`src/rtl/ones_frame_stats.sv`:
```
// Frame statistics over per-word ones counts: total, max and min per frame.
// Results are held under valid/ready back-pressure while the input is stalled.
`timescale 1ns/1ps
module ones_frame_stats #(
    parameter int FRAME_LEN = 8
) (
    input  logic        clk,
    input  logic        rst,
    input  logic        in_valid,
    input  logic [4:0]  in_ones,
    output logic        in_ready,
    output logic        out_valid,
    input  logic        out_ready,
    output logic [11:0] out_total,
    output logic [4:0]  out_max,
    output logic [4:0]  out_min,
    output logic        err
);

    typedef enum logic {ACCUM, HOLD} state_t;

    localparam logic [7:0] LAST = 8'(FRAME_LEN - 1);

    state_t      r_state;
    logic [7:0]  r_cnt;
    logic [11:0] r_sum;
    logic [4:0]  r_max;
    logic [4:0]  r_min;
    logic [11:0] r_total;
    logic [4:0]  r_omax;
    logic [4:0]  r_omin;
    logic        r_err;

    logic [4:0]  w_c;
    logic        w_first;
    logic [11:0] w_sum;
    logic [4:0]  w_max;
    logic [4:0]  w_min;

    // First word of a frame seeds the running stats instead of folding in.
    always_comb begin
        w_c     = (in_ones > 5'd16) ? 5'd16 : in_ones;
        w_first = (r_cnt == 8'd0);
        w_sum   = (w_first ? 12'd0 : r_sum) + {7'd0, w_c};
        w_max   = (w_first || w_c > r_max) ? w_c : r_max;
        w_min   = (w_first || w_c < r_min) ? w_c : r_min;
    end

    always_ff @(posedge clk or posedge rst) begin
        if (rst) begin
            r_state <= ACCUM;
            r_cnt   <= 8'd0;
            r_sum   <= 12'd0;
            r_max   <= 5'd0;
            r_min   <= 5'd0;
            r_total <= 12'd0;
            r_omax  <= 5'd0;
            r_omin  <= 5'd0;
            r_err   <= 1'b0;
        end else begin
            case (r_state)
                ACCUM: begin
                    if (in_valid) begin
                        if (in_ones > 5'd16)
                            r_err <= 1'b1;
                        r_sum <= w_sum;
                        r_max <= w_max;
                        r_min <= w_min;
                        if (r_cnt == LAST) begin
                            r_total <= w_sum;
                            r_omax  <= w_max;
                            r_omin  <= w_min;
                            r_cnt   <= 8'd0;
                            r_state <= HOLD;
                        end else begin
                            r_cnt <= r_cnt + 8'd1;
                        end
                    end
                end
                HOLD: begin
                    if (out_ready)
                        r_state <= ACCUM;
                end
                default: r_state <= ACCUM;
            endcase
        end
    end

    assign in_ready  = (r_state == ACCUM);
    assign out_valid = (r_state == HOLD);
    assign out_total = r_total;
    assign out_max   = r_omax;
    assign out_min   = r_omin;
    assign err       = r_err;

endmodule

```
`config.mk`:
```
export PLATFORM = sky130hd
export DESIGN_NAME = ones_frame_stats
export DESIGN_NICKNAME = d
export VERILOG_FILES = /design/src/rtl/ones_frame_stats.sv
export SDC_FILE = /design/constraint.sdc
export NUM_CORES = 1
export LEC_CHECK = 0
export CAP_MARGIN = 30
export CORE_ASPECT_RATIO = 0.8
export CORE_MARGIN = 2
export CORE_UTILIZATION = 60
export DETAILED_ROUTE_END_ITERATION = 6
export PLACE_DENSITY = 0.95
export SYNTH_ARGS = -nofsm -noshare
export SYNTH_HDL_FRONTEND = slang
export SYNTH_SLANG_ARGS = --single-unit
```
`constraint.sdc`:
```
create_clock -name clk -period 8.5 [get_ports clk]
set_input_delay 0.85 -clock clk [delete_from_list [all_inputs] [get_ports clk]]
set_output_delay 0.85 -clock clk [all_outputs]
set_load 0.02 [all_outputs]
```
==> results.py, run 1 <==
metrics = {
    "outcome": {
        "outcome": "completed",
    },
    "logic_synthesis": {
        "yosysTopAreaCell": "dfrtp_1",
        "ys_seq_elements": 54,
        "syn_area_um2": 2945,
        "synth_edf_count": 0,
        "ys_warn_count": 0,
        "synthFlopType": "dfrtp_1",
        "ys_seq_area_frac": 0.4588,
        "yosysUniqueCellTypes": 47,
        "synth_fp_nets": 319,
        "syn_area_per_cell_um2": 10.05,
        "ys_async_sr_fraction": 1.000,
        "muxShareOfSynthArea": 0.06882,
        "syn_inst": 293,
        "synthAdderAreaFrac": 0.07477,
        "synthXorXnorAreaFrac": 0.04460,
        "synth_simple_gate_area_frac": 0.1682,
        "netlist.area_leader.share": 0.4588,
        "synth-compound-area-share": 0.1453,
        "synth_area_leaders": "dfrtp_1, ha_1, nand2_1",
        "synth_top_family_by_area": "simple AND/OR/NAND/NOR gates",
    },
    "floorplanning": {
        "start_util": 0.6331,
        "die_w_um": 82.34,
        "die_area_um2": 5489,
        "io_pins": 34,
        "rows": 22,
        "core-area_um2": 4652,
        "die_h_um": 66.67,
    },
    "grt": {
        "grt_pass1_vias": 2310,
        "grt_max_degree": 55,
        "grt_overflow": 0,
        "gr-usage-all-layers": 0.2707,
        "grt_pass1_wl_um": 11030,
        "antenna_found_initial": 0,
    },
    "clock_network": {
        "holdBufCountCts": 0,
        "htree_levels": 2,
        "cts_resized": 0,
        "cts-root-buf": "clkbuf_8",
        "cts_tree": "yes",
        "clock_path_buffers": 2,
        "cts_buffers": 5,
        "cts.sinks": 54,
        "cts_setup_buffers": 0,
        "clk_latency_ns": 0.32,
        "clkTransAtPathRegs_ns": 0.09,
    },
    "power": {
        "p_clk_frac": 0.133,
        "internal_power_uw": 667.9,
        "leakage_nw": 1.554,
        "combPwrFrac": 0.487,
        "switching_share": 0.4098,
        "seqPwrFrac": 0.380,
        "irDropWorstVdd_mv": 0.1972,
        "p_sw_uw": 463.8,
        "p_total_mw": 1.132,
        "p_per_area_nw_per_um2": 330.5,
    },
    "timing": {
        "fmax_mhz": 289.6,
        "slew_headroom": 0.5252,
        "worst_slack_ns": 5.047,
        "hold_viol_final": 0,
        "fin_crit_ns": 3.453,
        "max_slew.worst_pin.slew_ns": 0.7104,
        "drv_slew": 0,
        "rsz0062_at_grt": "no",
        "hold_slack_ns": 0.4768,
        "fin_skew_ns": 0.008306,
        "finalSetupViolCount": 0,
        "setup_tns_ns": 0,
        "final.period_utilization": 0.4063,
    },
    "placement": {
        "dp_slack_ns": 4.732,
        "portBuffers": 33,
        "gp_congestion": 0.8376,
        "dp_hpwl_um": 4451,
    },
    "detailed_routing": {
        "drt_first_iter_violations": 113,
        "avgRoutedWirePerCell_um": 16.46,
        "via_per_inst": 5.943,
        "routed_wl_um": 6339,
        "drc": 0,
        "vias": 2288,
        "ant_nets": 0,
        "firstDrtPassIters": 4,
    },
    "finish": {
        "final_common_cell": "dfrtp_1",
        "antenna_cells": 0,
        "syn2layout_area_growth_pct": 16.27,
        "finalNetCount": 350,
        "final_cell_mix": "dfrtp_1, nand2_1, clkdlybuf4s50_1",
        "drive_above_1_share": 0.09231,
        "final_util": 0.7361,
    },
    "critical_path": {
        "cp-start-kind": "input port",
        "crit_type": "in2reg",
        "worstPathRequired_ns": 8.71,
        "crit_path_end_kind": "flop",
        "cp_max_fo": 12,
        "cp.arrival_ns": 3.66,
    },
    "flow_run": {
        "drv_cap": 0,
    },
    "worst_hold_path": {
        "holdCritPathClass": "reg2reg",
    },
}
per-stage QoR:
| stage | instances | instance area [µm²] |
|---|---|---|
| detailed placement | 377 | 3333 |
| finish | 385 | 3425 |
| floorplan | 293 | 2945 |
| global route | 385 | 3425 |
| CTS | 385 | 3425 |
| global placement | 376 | 3306 |
state kept, by name, indices dropped and copies added (netlist names):
name and count:
err 1, out_max 5, out_min 5, out_total 12, out_valid 1, r_cnt 8, r_max 5, r_min 5
r_sum 12
worst max-delay path, cell delays in order:
cell and delay, ns:
clkdlybuf4s50_1 0.62, nor2b_1 0.61, ha_1 0.38, nor2b_1 0.13, o21ai_0 0.21, a32oi_1 0.19
o21ai_2 0.29, mux2_2 0.37
cell usage after synthesis, types with 7 or more instances:
cell,number
nor2_1,9
clkbuf_1,7
nand4_1,7
o21ai_0,28
a21oi_1,8
nand2_1,42
ha_1,16
xnor2_1,9
nand3_1,11
inv_1,15
dfrtp_1,54
and2_1,7
logic make-up after synthesis:
kind of cell	count (synthesis)
flip-flops	54
AO/OA/AOI/OAI	67
XOR/XNOR	15
AND/OR/NAND/NOR	96
multiplexers	17
buffers and inverters	27
adder cells (fa/ha/maj)	17
worst paths after layout:
check / start / slack [ns] / depth (start not counted) / end
setup / recovery: in_ones[4] / 5.05 / 8 / r_max[0]$_DFFE_PP0P_
hold / removal: r_sum[0]$_DFFE_PP0P_ / 0.48 / 2 / r_sum[0]$_DFFE_PP0P_
setup reg to reg: r_cnt[0]$_DFFE_PP0P_ / 5.24 / 11 / r_sum[11]$_DFFE_PP0P_
hold reg to reg: r_sum[0]$_DFFE_PP0P_ / 0.48 / 2 / r_sum[0]$_DFFE_PP0P_
max in group asynchronous: rst / 7.02 / 3 / out_total[5]$_DFFE_PP0P_
min in group asynchronous: rst / 1.03 / 3 / out_max[2]$_DFFE_PP0P_
routing by layer:
layer | part of all wire | GRT usage
met1 | 0.47 | 0.3692
met2 | 0.48 | 0.4405
met3 | 0.044 | 0.04607
met4 | 0.012 | 0.08542
met5 | 0 | 0
area by class of cell:
type | instances | area [µm²]
fill | 344 | 1227
tap | 60 | 75.07
clock inverter | 1 | 5.005
multi-input combinational | 212 | 1478
inverter | 15 | 56.30
timing repair buffer | 36 | 372.9
sequential | 54 | 1351
clock buffer | 7 | 86.33
power by group through the flow:
stage               sequential, mW  clock [mW]  combinational [mW]
floorplan                    0.460           0               0.352
global placement             0.427           0               0.523
detailed placement           0.433           0               0.548
CTS                          0.428       0.152               0.553
global route                 0.442       0.165               0.617
finish                       0.430       0.151               0.551
No activity file was read; power rests on OpenSTA's default activity.
==> inputs of run 2 (changes only) <==
--- a/config.mk
+++ b/config.mk
@@ -8,9 +8,9 @@
 export CAP_MARGIN = 30
 export CORE_ASPECT_RATIO = 0.8
 export CORE_MARGIN = 2
-export CORE_UTILIZATION = 60
+export CORE_UTILIZATION = 56
 export DETAILED_ROUTE_END_ITERATION = 6
-export PLACE_DENSITY = 0.95
+export PLACE_DENSITY = 0.92
 export SYNTH_ARGS = -nofsm -noshare
 export SYNTH_HDL_FRONTEND = slang
 export SYNTH_SLANG_ARGS = --single-unit
==> constraint.sdc (replaced) <==
create_clock -name clk -period 3.4 [get_ports clk]
set_input_delay 0.34 -clock clk [delete_from_list [all_inputs] [get_ports clk]]
set_output_delay 0.34 -clock clk [all_outputs]
set_load 0.02 [all_outputs]
==> run 2 against run 1 <==
  * Sequential share of layout area down 0.19 points
  * Clock skew down 0.0015 ns
  * Non-clock buffer count up 4
  * Via count up 1.4%
  * Count of clock-buffer cells in the layout down 1
  * Die area up 6.7%
  * Worst setup slack worse by 4.8 ns
  * Power up 150%
  * First-iteration DRC count up 28%
  * Combinational power rose to 2.5 times the previous value
  * Hold slack worse by 0.064 ns
  * Critical path depth up 4
==> results.py, run 2 (synthesis results as in run 1) <==
metrics = {
    "timing": {
        "setup_tns_ns": 0,
        "finalSetupViolCount": 0,
        "fmax_mhz": 319.2,
        "max_slew.worst_pin.slew_ns": 0.7230,
        "hold_viol_final": 0,
        "fin_crit_ns": 3.133,
        "drv_slew": 0,
        "final.period_utilization": 0.9215,
        "slew_headroom": 0.5168,
        "rsz0062_at_grt": "no",
        "fin_skew_ns": 0.006767,
    },
    "critical_path": {
        "cp.arrival_ns": 3.33,
        "cpMaxStageDelayCell": "fa_1",
        "cp_max_fo": 14,
        "worstPathRequired_ns": 3.59,
        "cp-start-kind": "flop",
        "cp_cell_sequence": "inv_1 > ha_1 > nor4b_4 > nand2_2 > and2_1 > ha_1 > fa_1 > a211oi_1 > o21bai_1 > nand3_1 > xnor2_1 > mux2_2",
        "reg2reg_depth": 12,
        "crit_path_end_kind": "flop",
        "cpPeakStageDelay_ns": 0.44,
        "cpMostUsedCell": "ha_1",
        "crit_type": "reg2reg",
    },
    "detailed_routing": {
        "wl_met2_um": 3035,
        "via_per_inst": 5.964,
        "avgRoutedWirePerCell_um": 15.68,
        "routed_wl_um": 6099,
        "m1WireLength_um": 2723,
        "highest_layer": "met4",
        "drt_first_iter_violations": 145,
        "firstDrtPassIters": 4,
        "vias": 2320,
        "ant_nets": 0,
        "drc": 0,
        "dr_wl_met3_um": 262,
    },
    "floorplanning": {
        "rows": 23,
        "die_w_um": 85.08,
        "die_area_um2": 5859,
        "core-area_um2": 5036,
        "start_util": 0.5848,
        "die_h_um": 68.87,
        "io_pins": 34,
    },
    "flow_run": {
        "drv_cap": 0,
    },
    "grt": {
        "grt_overflow": 0,
        "grt_max_degree": 29,
        "gr-usage-all-layers": 0.2285,
        "grt_pass1_vias": 2284,
        "grt_pass1_wl_um": 10450,
        "antenna_found_initial": 0,
    },
    "worst_hold_path": {
        "holdCritPathClass": "in2async",
    },
    "clock_network": {
        "cts_tree": "yes",
        "clkTransAtPathRegs_ns": 0.09,
        "cts_buffers": 5,
        "cts.sinks": 54,
        "htree_levels": 2,
        "clk_latency_ns": 0.31,
        "cts_setup_buffers": 0,
        "clock_path_buffers": 2,
        "holdBufCountCts": 0,
        "cts-root-buf": "clkbuf_8",
        "cts_resized": 0,
    },
    "finish": {
        "final_common_cell": "dfrtp_1",
        "final_cell_mix": "dfrtp_1, nand2_1, clkdlybuf4s50_1",
        "drive_above_1_share": 0.1009,
        "antenna_cells": 0,
        "finalNetCount": 354,
        "syn2layout_area_growth_pct": 16.82,
    },
    "power": {
        "irDropWorstVdd_mv": 0.4233,
        "p_per_area_nw_per_um2": 814.5,
        "leakage_nw": 1.563,
        "p_total_mw": 2.803,
    },
    "placement": {
        "portBuffers": 33,
        "dp_hpwl_um": 4394,
        "gp_congestion": 0.8756,
    },
    "outcome": {
        "outcome": "completed",
    },
}
run 2: changes by cell type in the layout (fill, tap and decap cells not counted):
| cell | previous run | this run |
|---|---|---|
| buf_4 | 2 | 6 |
| buf_12 | 0 | 1 |
| clkbuf_1 | 1 | 0 |
| clkinv_2 | 1 | 0 |
| buf_16 | 1 | 0 |
run 2: worst paths after layout:
path                                                 end  slack (ns)            startpoint
max in group asynchronous           r_sum[3]$_DFFE_PP0P_        2.44                   rst
worst max register to register  out_total[8]$_DFFE_PP0P_        0.27  r_cnt[0]$_DFFE_PP0P_
worst max-delay path            out_total[8]$_DFFE_PP0P_        0.27  r_cnt[0]$_DFFE_PP0P_
worst min-delay path              out_max[3]$_DFFE_PP0P_        0.41                   rst
min in group clk                         err$_DFFE_PP0P_        0.47       err$_DFFE_PP0P_
worst min register to register           err$_DFFE_PP0P_        0.47       err$_DFFE_PP0P_
run 2: power by group:
group	total [mW]	leakage, nW	internal [mW]	switching, mW
Clock	0.357	0.0431	0.158	0.199
Combinational	1.38	0.825	0.632	0.747
Sequential	1.07	0.695	0.877	0.190
Total	2.80	1.56	1.67	1.14
run 2: final cells by class:
cell class                 count  area, µm²
multi-input combinational    212       1478
sequential                    54       1351
fill                         405       1595
clock buffer                   6      82.58
tap                           62      77.57
timing repair buffer          40      395.4
inverter                      15      56.30
run 2: critical path, delay by kind of cell (launching register included):
family	cells	cell delay [ns]
compound gates	2	0.47
xor+xnor	1	0.07
fa+ha+maj	3	0.80
buf+inv	1	0.08
flops	1	0.43
mux	1	0.26
simple gates	4	0.92
run 2: metal layers:
layer / global-route usage / up-vias
met3: 0.04881 / 9
met4: 0.05952 / 0
li1: - / 1107
met1: 0.2933 / 1138
met2: 0.4014 / 66
met5: 0 / -
run 2: per-stage QoR:
| step | hold slack, ns | utilization | area (µm²) | cells | worst slack (ns) |
|---|---|---|---|---|---|
| final | 0.4132 | 0.6832 | 3441 | 389 | 0.2668 |
| after global routing | 0.4919 | 0.6832 | 3441 | 389 | 0.03756 |
| after CTS | 0.4404 | 0.6832 | 3441 | 389 | 0.3125 |
| after detailed placement | 0.4590 | 0.6668 | 3358 | 383 | 0.3076 |
| after global placement | 0.4529 | 0.6629 | 3338 | 382 | 0.3905 |
| after floorplan | 0.4364 | - | 2945 | 293 | 0.4745 |
==> inputs of run 3 (changes only) <==
--- a/config.mk
+++ b/config.mk
@@ -7,7 +7,7 @@
 export LEC_CHECK = 0
 export CAP_MARGIN = 30
 export CORE_ASPECT_RATIO = 0.8
-export CORE_MARGIN = 2
+export CORE_MARGIN = 5
 export CORE_UTILIZATION = 56
 export DETAILED_ROUTE_END_ITERATION = 6
 export PLACE_DENSITY = 0.92
==> run 3 against run 2 <==
  * Maximum frequency fell by 0.29%
  * Power up 0.52%
  * Final cell count rose by 0.77%
  * Flip-flop and latch count is the same
  * Critical path depth is the same
  * First-iteration DRC count shrank 28%
  * Routed wire length grew 4.9%
  * Clock skew grew 0.0084 ns
  * Utilization fell by 0.17 points
  * Count of clock-buffer cells in the layout decreased by 1
==> results.py, run 3 (synthesis results as in run 1) <==
metrics = {
    "clock_network": {
        "cts-root-buf": "clkbuf_8",
        "cts.sinks": 54,
        "cts_buffers": 5,
        "cts_setup_buffers": 0,
        "htree_levels": 2,
        "holdBufCountCts": 0,
        "clkTransAtPathRegs_ns": 0.10,
        "clock_path_buffers": 2,
        "cts_resized": 0,
        "clk_latency_ns": 0.32,
        "cts_tree": "yes",
    },
    "finish": {
        "multi_input_area_um2": 1478,
        "antenna_cells": 0,
        "final_common_cell": "dfrtp_1",
        "final_cell_mix": "dfrtp_1, nand2_1, clkdlybuf4s50_1",
        "seq_area_um2": 1351,
        "syn2layout_area_growth_pct": 17.20,
        "drive_above_1_share": 0.1091,
        "fill_cells": 392,
        "finalNetCount": 356,
    },
    "detailed_routing": {
        "ant_nets": 0,
        "drt_first_iter_violations": 105,
        "routed_wl_um": 6398,
        "via_per_inst": 5.842,
        "vias": 2290,
        "firstDrtPassIters": 4,
        "avgRoutedWirePerCell_um": 16.32,
        "drc": 0,
    },
    "power": {
        "irDropWorstVdd_mv": 0.4693,
        "p_total_mw": 2.817,
        "p_per_area_nw_per_um2": 816.1,
        "leakage_nw": 1.574,
    },
    "critical_path": {
        "crit_family": "simple AND/OR/NAND/NOR gates",
        "crit_type": "reg2reg",
        "r2r-end": "out_total[8]$_DFFE_PP0P_",
        "critPathBufInv": 1,
        "r2r-start": "r_cnt[0]$_DFFE_PP0P_",
        "crit_path_end_kind": "flop",
        "cp_max_fo": 14,
        "cp.arrival_ns": 3.34,
        "worstPathRequired_ns": 3.60,
        "r2r_setup_slack_ns": 0.26,
        "cp-start-kind": "flop",
        "cpMostUsedCell": "ha_1",
        "cpMaxStageDelayCell": "fa_1",
        "cp_cell_sequence": "inv_1 > ha_1 > nor4b_4 > nand2_2 > and2_1 > ha_1 > fa_1 > a211oi_1 > o21bai_1 > nand3_1 > xnor2_1 > mux2_2",
        "cpPeakStageDelay_ns": 0.44,
        "reg2reg_depth": 12,
    },
    "timing": {
        "setup_tns_ns": 0,
        "drv_slew": 0,
        "slew_headroom": 0.5001,
        "fin_crit_ns": 3.143,
        "finalSetupViolCount": 0,
        "fin_skew_ns": 0.01516,
        "max_slew.worst_pin.slew_ns": 0.7481,
        "fmax_mhz": 318.2,
        "rsz0062_at_grt": "no",
        "final.period_utilization": 0.9243,
        "hold_viol_final": 0,
    },
    "floorplanning": {
        "start_util": 0.5815,
        "die_w_um": 91.08,
        "rows": 23,
        "io_pins": 34,
        "die_area_um2": 6819,
        "die_h_um": 74.87,
        "core-area_um2": 5065,
    },
    "grt": {
        "grt_overflow": 0,
        "grt_pass1_vias": 2288,
        "grt_max_degree": 33,
        "gr-usage-all-layers": 0.2010,
        "grt_pass1_wl_um": 11010,
        "antenna_found_initial": 0,
    },
    "placement": {
        "portBuffers": 33,
        "dp_hpwl_um": 4637,
        "gp_congestion": 0.8012,
    },
    "outcome": {
        "outcome": "completed",
    },
    "worst_hold_path": {
        "holdCritPathClass": "in2async",
    },
    "flow_run": {
        "drv_cap": 0,
    },
}
## run 3: stage by stage
stage          area (µm²)    util  std cells  hold WS, ns  worst slack (ns)
4_1_cts              3452  0.6816        392       0.3909            0.2722
3_5_place_dp         3373  0.6660        385       0.4551            0.2985
5_1_grt              3452  0.6816        392       0.4103           0.04004
3_3_place_gp         3353  0.6621        384       0.4534            0.4695
6_report             3452  0.6816        392       0.3636            0.2575
2_1_floorplan        2945       -        293       0.4364            0.4745
## run 3: final cells by class
cell class                      instances  area share
Clock buffer                            5     0.01993
Tap cell                               62     0.02247
Inverter                               15     0.01631
Clock inverter                          2    0.002900
Multi-Input combinational cell        212      0.4281
Sequential cell                        54      0.3914
Timing Repair Buffer                   42      0.1189
## run 3: power by group
part           total [mW]  switching (mW)  internal [mW]
Combinational        1.40           0.758          0.644
Clock               0.351           0.212          0.139
Sequential           1.06           0.188          0.877
Total                2.82            1.16           1.66
## run 3: worst max-delay path by stage
stage	from	to	slack, ns	cells after the start
3_5_place_dp	r_cnt[0]$_DFFE_PP0P_	out_total[8]$_DFFE_PP0P_	0.30	12
2_1_floorplan	r_cnt[0]$_DFFE_PP0P_	out_total[8]$_DFFE_PP0P_	0.47	13
3_3_place_gp	r_cnt[0]$_DFFE_PP0P_	out_total[8]$_DFFE_PP0P_	0.47	12
5_1_grt	r_cnt[0]$_DFFE_PP0P_	r_sum[11]$_DFFE_PP0P_	0.04	11
4_1_cts	r_cnt[0]$_DFFE_PP0P_	out_total[8]$_DFFE_PP0P_	0.27	12
6_report	r_cnt[0]$_DFFE_PP0P_	out_total[8]$_DFFE_PP0P_	0.26	12
## run 3: routing by layer
metal	GRT usage	part of all wire
met1	0.2698	0.46
met2	0.3296	0.48
met4	0.05537	0.013
met3	0.05195	0.047
met5	0	0
## run 3: worst reg2reg max path: stages (launching register included)
cell and delay, ns:
dfrtp_1 0.43, inv_1 0.09, ha_1 0.15, nor4b_4 0.28, nand2_2 0.23, and2_1 0.24
ha_1 0.22, fa_1 0.44, a211oi_1 0.23, o21bai_1 0.20, nand3_1 0.17, xnor2_1 0.08
mux2_2 0.26
